--- src/rtl/adc_sample_packetizer.sv ---
// ADC sample packetizer: buffers samples in a circular FIFO and serialises each one
// into a 3-byte frame ({4'hA, seq}, s16[15:8], s16[7:0]) for fifo_interface.
module adc_sample_packetizer #(
  parameter int SAMPLE_W   = 12,
  parameter int DEPTH_LOG2 = 3,
  parameter int MAX_RETRY  = 3
) (
  input  logic                  clk_i,
  input  logic                  reset_ni,
  input  logic [SAMPLE_W-1:0]   sample_i,
  input  logic                  sample_vld_i,
  output logic                  tx_data_rdy_o,
  output logic [7:0]            tx_data_o,
  input  logic                  tx_ok_i,
  input  logic                  tx_err_i,
  input  logic                  tx_busy_i,
  output logic                  ovf_o,
  output logic [7:0]            drop_cnt_o,
  output logic [DEPTH_LOG2:0]   fill_o
);

  localparam int DEPTH   = 2 ** DEPTH_LOG2;
  localparam int FILL_W  = DEPTH_LOG2 + 1;
  localparam int RETRY_W = (MAX_RETRY < 1) ? 1 : $clog2(MAX_RETRY + 1);

  localparam logic [FILL_W-1:0]     FILL_EMPTY = FILL_W'(1'b0);
  localparam logic [FILL_W-1:0]     FILL_ONE   = FILL_W'(1'b1);
  localparam logic [FILL_W-1:0]     FILL_FULL  = FILL_W'(DEPTH);
  localparam logic [DEPTH_LOG2-1:0] PTR_ONE    = DEPTH_LOG2'(1'b1);
  localparam logic [RETRY_W-1:0]    RETRY_ONE  = RETRY_W'(1'b1);
  localparam logic [RETRY_W-1:0]    RETRY_MAX  = RETRY_W'(MAX_RETRY);

  typedef enum logic [1:0] {
    ST_IDLE = 2'd0,
    ST_LOAD = 2'd1,
    ST_SEND = 2'd2,
    ST_WAIT = 2'd3
  } state_t;

  function automatic logic [15:0] zext16(input logic [SAMPLE_W-1:0] s);
    logic [15:0] r;
    r = 16'h0000;
    r[SAMPLE_W-1:0] = s;
    return r;
  endfunction

  function automatic logic [7:0] frame_byte(input logic [1:0] idx, input logic [3:0] seq,
                                            input logic [15:0] s16);
    logic [7:0] b;
    case (idx)
      2'd0:    b = {4'hA, seq};
      2'd1:    b = s16[15:8];
      2'd2:    b = s16[7:0];
      default: b = 8'h00;
    endcase
    return b;
  endfunction

  state_t                state_r, state_s;
  logic [SAMPLE_W-1:0]   mem_r [DEPTH];
  logic [DEPTH_LOG2-1:0] wr_ptr_r, rd_ptr_r;
  logic [FILL_W-1:0]     fill_r;
  logic [15:0]           frame_s16_r;
  logic [3:0]            seq_r, frame_seq_r;
  logic [1:0]            byte_idx_r;
  logic [RETRY_W-1:0]    retry_r;
  logic                  tx_rdy_r;
  logic [7:0]            tx_data_r;
  logic                  ovf_r;
  logic [7:0]            drop_cnt_r;

  logic                  empty_s, full_s, push_s, pop_s, drop_s;
  logic                  strobe_s, byte_ok_s, retry_s, abandon_s;
  logic [1:0]            drop_inc_s;
  logic [8:0]            drop_sum_s;

  // Buffer status, push acceptance and saturating drop-count arithmetic
  always_comb begin
    empty_s    = (fill_r == FILL_EMPTY);
    full_s     = (fill_r == FILL_FULL);
    // A pop in the same cycle frees a slot, so a push into a full buffer still lands.
    push_s     = sample_vld_i & (~full_s | pop_s);
    drop_s     = sample_vld_i & full_s & ~pop_s;
    drop_inc_s = {1'b0, drop_s} + {1'b0, abandon_s};
    drop_sum_s = {1'b0, drop_cnt_r} + {7'd0, drop_inc_s};
  end

  // Next-state and per-cycle control decode for the frame sender
  always_comb begin
    state_s   = state_r;
    pop_s     = 1'b0;
    strobe_s  = 1'b0;
    byte_ok_s = 1'b0;
    retry_s   = 1'b0;
    abandon_s = 1'b0;
    case (state_r)
      ST_IDLE: begin
        // A sample being written this cycle counts as present, giving the 3-cycle best case.
        if ((~empty_s | sample_vld_i) & ~tx_busy_i) begin
          state_s = ST_LOAD;
        end else begin
          state_s = ST_IDLE;
        end
      end
      ST_LOAD: begin
        pop_s   = 1'b1;
        state_s = ST_SEND;
      end
      ST_SEND: begin
        if (~tx_busy_i) begin
          strobe_s = 1'b1;
          state_s  = ST_WAIT;
        end else begin
          state_s = ST_SEND;
        end
      end
      ST_WAIT: begin
        if (tx_err_i) begin
          if (retry_r < RETRY_MAX) begin
            retry_s = 1'b1;
            state_s = ST_SEND;
          end else begin
            abandon_s = 1'b1;
            state_s   = ST_IDLE;
          end
        end else if (tx_ok_i) begin
          byte_ok_s = 1'b1;
          if (byte_idx_r == 2'd2) begin
            state_s = ST_IDLE;
          end else begin
            state_s = ST_SEND;
          end
        end else begin
          state_s = ST_WAIT;
        end
      end
      default: begin
        state_s = ST_IDLE;
      end
    endcase
  end

  // FSM state register
  always_ff @(posedge clk_i) begin
    if (!reset_ni) begin
      state_r <= ST_IDLE;
    end else begin
      state_r <= state_s;
    end
  end

  // Sample storage; occupancy is tracked by fill_r so the array itself needs no reset
  always_ff @(posedge clk_i) begin
    if (reset_ni && push_s) begin
      mem_r[wr_ptr_r] <= sample_i;
    end
  end

  // Buffer pointers, occupancy and overflow/drop bookkeeping
  always_ff @(posedge clk_i) begin
    if (!reset_ni) begin
      wr_ptr_r   <= {DEPTH_LOG2{1'b0}};
      rd_ptr_r   <= {DEPTH_LOG2{1'b0}};
      fill_r     <= FILL_EMPTY;
      ovf_r      <= 1'b0;
      drop_cnt_r <= 8'h00;
    end else begin
      if (push_s) begin
        wr_ptr_r <= wr_ptr_r + PTR_ONE;
      end
      if (pop_s) begin
        rd_ptr_r <= rd_ptr_r + PTR_ONE;
      end
      case ({push_s, pop_s})
        2'b10:   fill_r <= fill_r + FILL_ONE;
        2'b01:   fill_r <= fill_r - FILL_ONE;
        default: fill_r <= fill_r;
      endcase
      if (drop_s) begin
        ovf_r <= 1'b1;
      end
      drop_cnt_r <= drop_sum_s[8] ? 8'hFF : drop_sum_s[7:0];
    end
  end

  // Frame register, sequence/byte/retry counters and the registered byte strobe
  always_ff @(posedge clk_i) begin
    if (!reset_ni) begin
      frame_s16_r <= 16'h0000;
      frame_seq_r <= 4'h0;
      seq_r       <= 4'h0;
      byte_idx_r  <= 2'd0;
      retry_r     <= {RETRY_W{1'b0}};
      tx_rdy_r    <= 1'b0;
      tx_data_r   <= 8'h00;
    end else begin
      // seq advances as each frame leaves the buffer, whether it later completes or not.
      if (pop_s) begin
        frame_s16_r <= zext16(mem_r[rd_ptr_r]);
        frame_seq_r <= seq_r;
        seq_r       <= seq_r + 4'd1;
        byte_idx_r  <= 2'd0;
        retry_r     <= {RETRY_W{1'b0}};
      end else begin
        if (byte_ok_s) begin
          byte_idx_r <= byte_idx_r + 2'd1;
        end
        if (retry_s) begin
          retry_r <= retry_r + RETRY_ONE;
        end
      end
      tx_rdy_r  <= strobe_s;
      tx_data_r <= strobe_s ? frame_byte(byte_idx_r, frame_seq_r, frame_s16_r) : 8'h00;
    end
  end

  assign tx_data_rdy_o = tx_rdy_r;
  assign tx_data_o     = tx_data_r;
  assign ovf_o         = ovf_r;
  assign drop_cnt_o    = drop_cnt_r;
  assign fill_o        = fill_r;

endmodule
--- config.mk ---
export PLATFORM = sky130hd
export DESIGN_NAME = adc_sample_packetizer
export DESIGN_NICKNAME = d
export VERILOG_FILES = /design/src/rtl/adc_sample_packetizer.sv
export SDC_FILE = /design/constraint.sdc
export NUM_CORES = 1
export LEC_CHECK = 0
export ABC_AREA = 0
export CORE_ASPECT_RATIO = 0.8
export CORE_MARGIN = 10
export CORE_UTILIZATION = 61
export DETAILED_ROUTE_END_ITERATION = 7
export MAX_ROUTING_LAYER = met4
export PLACE_DENSITY = 0.93
export SKIP_LAST_GASP = 1
export SYNTH_ARGS = -nofsm -noshare
export SYNTH_HDL_FRONTEND = slang
export SYNTH_SLANG_ARGS = --single-unit
--- constraint.sdc ---
create_clock -name clk_i -period 6.29 [get_ports clk_i]
set_clock_uncertainty 0.1 [all_clocks]
set_input_delay 0.629 -clock clk_i [delete_from_list [all_inputs] [get_ports clk_i]]
set_output_delay 0.629 -clock clk_i [all_outputs]
set_load 0.03 [all_outputs]
==> metrics <==
vias 3817; CTS Buffer Depth 2; TritonCTS buffer count 17; vias in the first global route between 3000 and 4000; Row Count 32; Clock Pin Slew Worst Setup and Hold Paths ~0.060 ns; Chip Width 131 um; post-synthesis instance total between 400 and 500; Via density around 6.3; syn avg cell area approximately 14 um^2; Hold Buf Count CTS 0; fraction of layout cells with a size suffix above 1 about 17%; CP max stage cell clkdlybuf4s50_1; Die Y 109 um; Min Hold Slack around 0.37 ns; Yosys top cell area share a little under half; min Tclk post-route about 3.0 ns; global-route wire length before repair about 21 mm; critical path data required time between 6 and 7 ns; placer's final routability congestion estimate around 0.83; post-synth cell types slightly below 50; RSZ-0062 raised after global routing no; final hold viol count 0; area occupied by multi-input gates approximately 0.0019 mm^2; drt first pass iters 8; Cell Area, Placed between 0.006 and 0.007 mm^2; Area contributors post-synth edfxtp_1 48%, dfxtp_1 18%, mux2_2 4.5%; number of nets in the layout approximately 500; Clk Latency, worst-skew pair approximately 0.42 ns; achievable frequency ~0.34 GHz; WS Path Type primary input to flop; Pins Over Slew Limit 0; worst hold-check path type flop to flop; CP Max Fanout 22; pin count of the biggest net entering global routing 39; yosys warns 0; number of I/O pins 40; Die ar. roughly 0.014 mm^2; final instance area 0.00710 mm^2; Starting DRT DRC Count between 500 and 600; Num Clock Sinks 150; Worst setup SP type primary input; Crit. End Element flop; Synth Cell Area between 0.006 and 0.007 mm^2; Resized Gates After CTS 0; Initial Utilization roughly 63%; Synth area leader edfxtp_1; synthesis-to-finish area growth 18.2%; worst endpoint data arrival time between 2 and 3 ns; I/O Buffers 39; initial antenna violation count 0; PD cells approximately 340 mW/mm^2; CP peak stage delay roughly 0.99 ns; postcts setup bufs 0; slew margin rel. 27.2%; status finished clean; worst vdd ir around 0.25 mV; H-tree levels 4; final period utilization a little under half; DRC 0; FF/Latch Area between 0.003 and 0.004 mm^2; Antenna diodes 0; CTS tree done; Routed Antenna Nets 0; Max Cap Viol 0; detailed-placement wirelength estimate around 8.3 mm; GRT Util Overall 20.1%; syn_nets 460; worst slew pin tran roughly 1.1 ns; Setup TNS 0 ns; final wirelength roughly 13 mm; worst path cell trace clkdlybuf4s50_1 -> nand2_1 -> nor2_1 -> nand2_1 -> nor2_1; Seq/Total Area, Yosys between 60% and 70%; Fill cells about 560; CTS root buf clkbuf_16; Leakage Power between 2 and 2.5 nW; Routed WL per cell between 20 and 25 um; Overall Power 2.41 mW; overflow left after global routing 0; synthesized flop and latch total 150; # setup viols final 0; Core ar. 0.00961 mm^2
metal layers:
metal	track usage [%]	routed length, um	up-vias
met4	9.43	431	0
met3	5.73	1200	45
met1	23.2	5120	1875
li1	-	-	1693
met5	-	0	-
met2	32.1	6510	204
power by group:
part / switching [mW] / internal (mW)
logic: 0.117 / 0.100
registers: 0.0546 / 1.08
clock network: 0.421 / 0.633
final timing paths:
| check | cells after the start | start | slack [ns] | endpoint |
|---|---|---|---|---|
| hold / removal | 1 | ovf_o$_SDFFE_PN0P_ | 0.37 | ovf_o$_SDFFE_PN0P_ |
| hold reg to reg | 1 | ovf_o$_SDFFE_PN0P_ | 0.37 | ovf_o$_SDFFE_PN0P_ |
| setup / recovery | 5 | reset_ni | 3.33 | mem_r[3][8]$_DFFE_PP_ |
| setup reg to reg | 10 | state_r[1]$_SDFF_PN0_ | 3.48 | fill_o[2]$_SDFFE_PN0P_ |
synth_stat cells, drive strengths merged:
| master | count |
|---|---|
| nor4b | 1 |
| or2 | 1 |
| and3 | 7 |
| a21oi | 13 |
| nand2 | 39 |
| and2 | 2 |
| o211ai | 2 |
| ha | 11 |
| inv | 7 |
| nor2b | 12 |
| nor3b | 1 |
| or4 | 1 |
| o41ai | 1 |
| xnor2 | 5 |
| mux4 | 12 |
| and3b | 1 |
| nor3 | 3 |
| o2bb2ai | 1 |
| mux2i | 5 |
| edfxtp | 96 |
| nor4 | 4 |
| a222oi | 4 |
| nor2 | 30 |
| clkbuf | 12 |
| nand4b | 2 |
| o21a | 6 |
| xor2 | 9 |
| dfxtp | 54 |
| o21ai | 6 |
| nand2b | 7 |
| mux2 | 24 |
| or4b | 1 |
| nand3 | 6 |
| fa | 1 |
| a211oi | 1 |
| buf | 11 |
| o22ai | 12 |
| o31ai | 12 |
| and4 | 1 |
| a31oi | 1 |
| nand4 | 5 |
flip-flops by register name, summed over array words and instances, names as in the netlist:
register / count
byte_idx_r: 2
ovf_o: 1
frame_s16_r: 12
state_r: 2
frame_seq_r: 4
tx_data_o: 8
retry_r: 2
seq_r: 4
drop_cnt_o: 8
mem_r: 96
tx_data_rdy_o: 1
fill_o: 4
wr_ptr_r: 3
rd_ptr_r: 3
cells by family (layout without fill, tap and decap cells):
kind of cell / count (synthesis) / after routing / synth area share [%]
fa+ha+maj: 12 / 12 / 2.62
simple gates: 124 / 124 / 10.4
compound gates: 59 / 59 / 6.66
buf+inv: 30 / 84 / 2.48
flops: 150 / 150 / 66.0
xor+xnor: 14 / 14 / 2.04
mux: 41 / 41 / 9.83
placed cells by master (no fill, tap or decap), types with 12 or more instances in the layout:
cell type        Yosys  layout
nor2b_1             12      12
dfxtp_1             54      53
nor2_1              29      29
clkdlybuf4s50_1      0      39
nand2_1             39      39
mux2_2              24      24
o31ai_1             12      12
mux4_2              12      12
clkbuf_16            0      17
a21oi_1             13      13
o22ai_1             12      12
edfxtp_1            96      96
critical path, delay by kind of cell:
kind                   cells  cell delay, ns
buffers and inverters      1            0.99
and+or+nand+nor            4            1.27
through the flow:
| stage | setup slack (ns) | utilization, % | instances |
|---|---|---|---|
| 2_1_floorplan | 3.48 | - | 430 |
| 3_3_place_gp | 3.04 | 67.5 | 571 |
| 3_5_place_dp | 2.95 | 67.5 | 571 |
| 4_1_cts | 3.36 | 73.9 | 603 |
| 5_1_grt | 3.05 | 73.9 | 603 |
| 6_report | 3.33 | 73.9 | 603 |
final cells by class:
cell class	count	share of cell area, %
clock inverter	15	2.70
timing repair buffer	45	6.13
inverter	7	0.370
tap	119	2.10
clock buffer	17	5.99
sequential	150	55.8
multi-input combinational	250	26.9
Power figures use the tool's default switching activity.
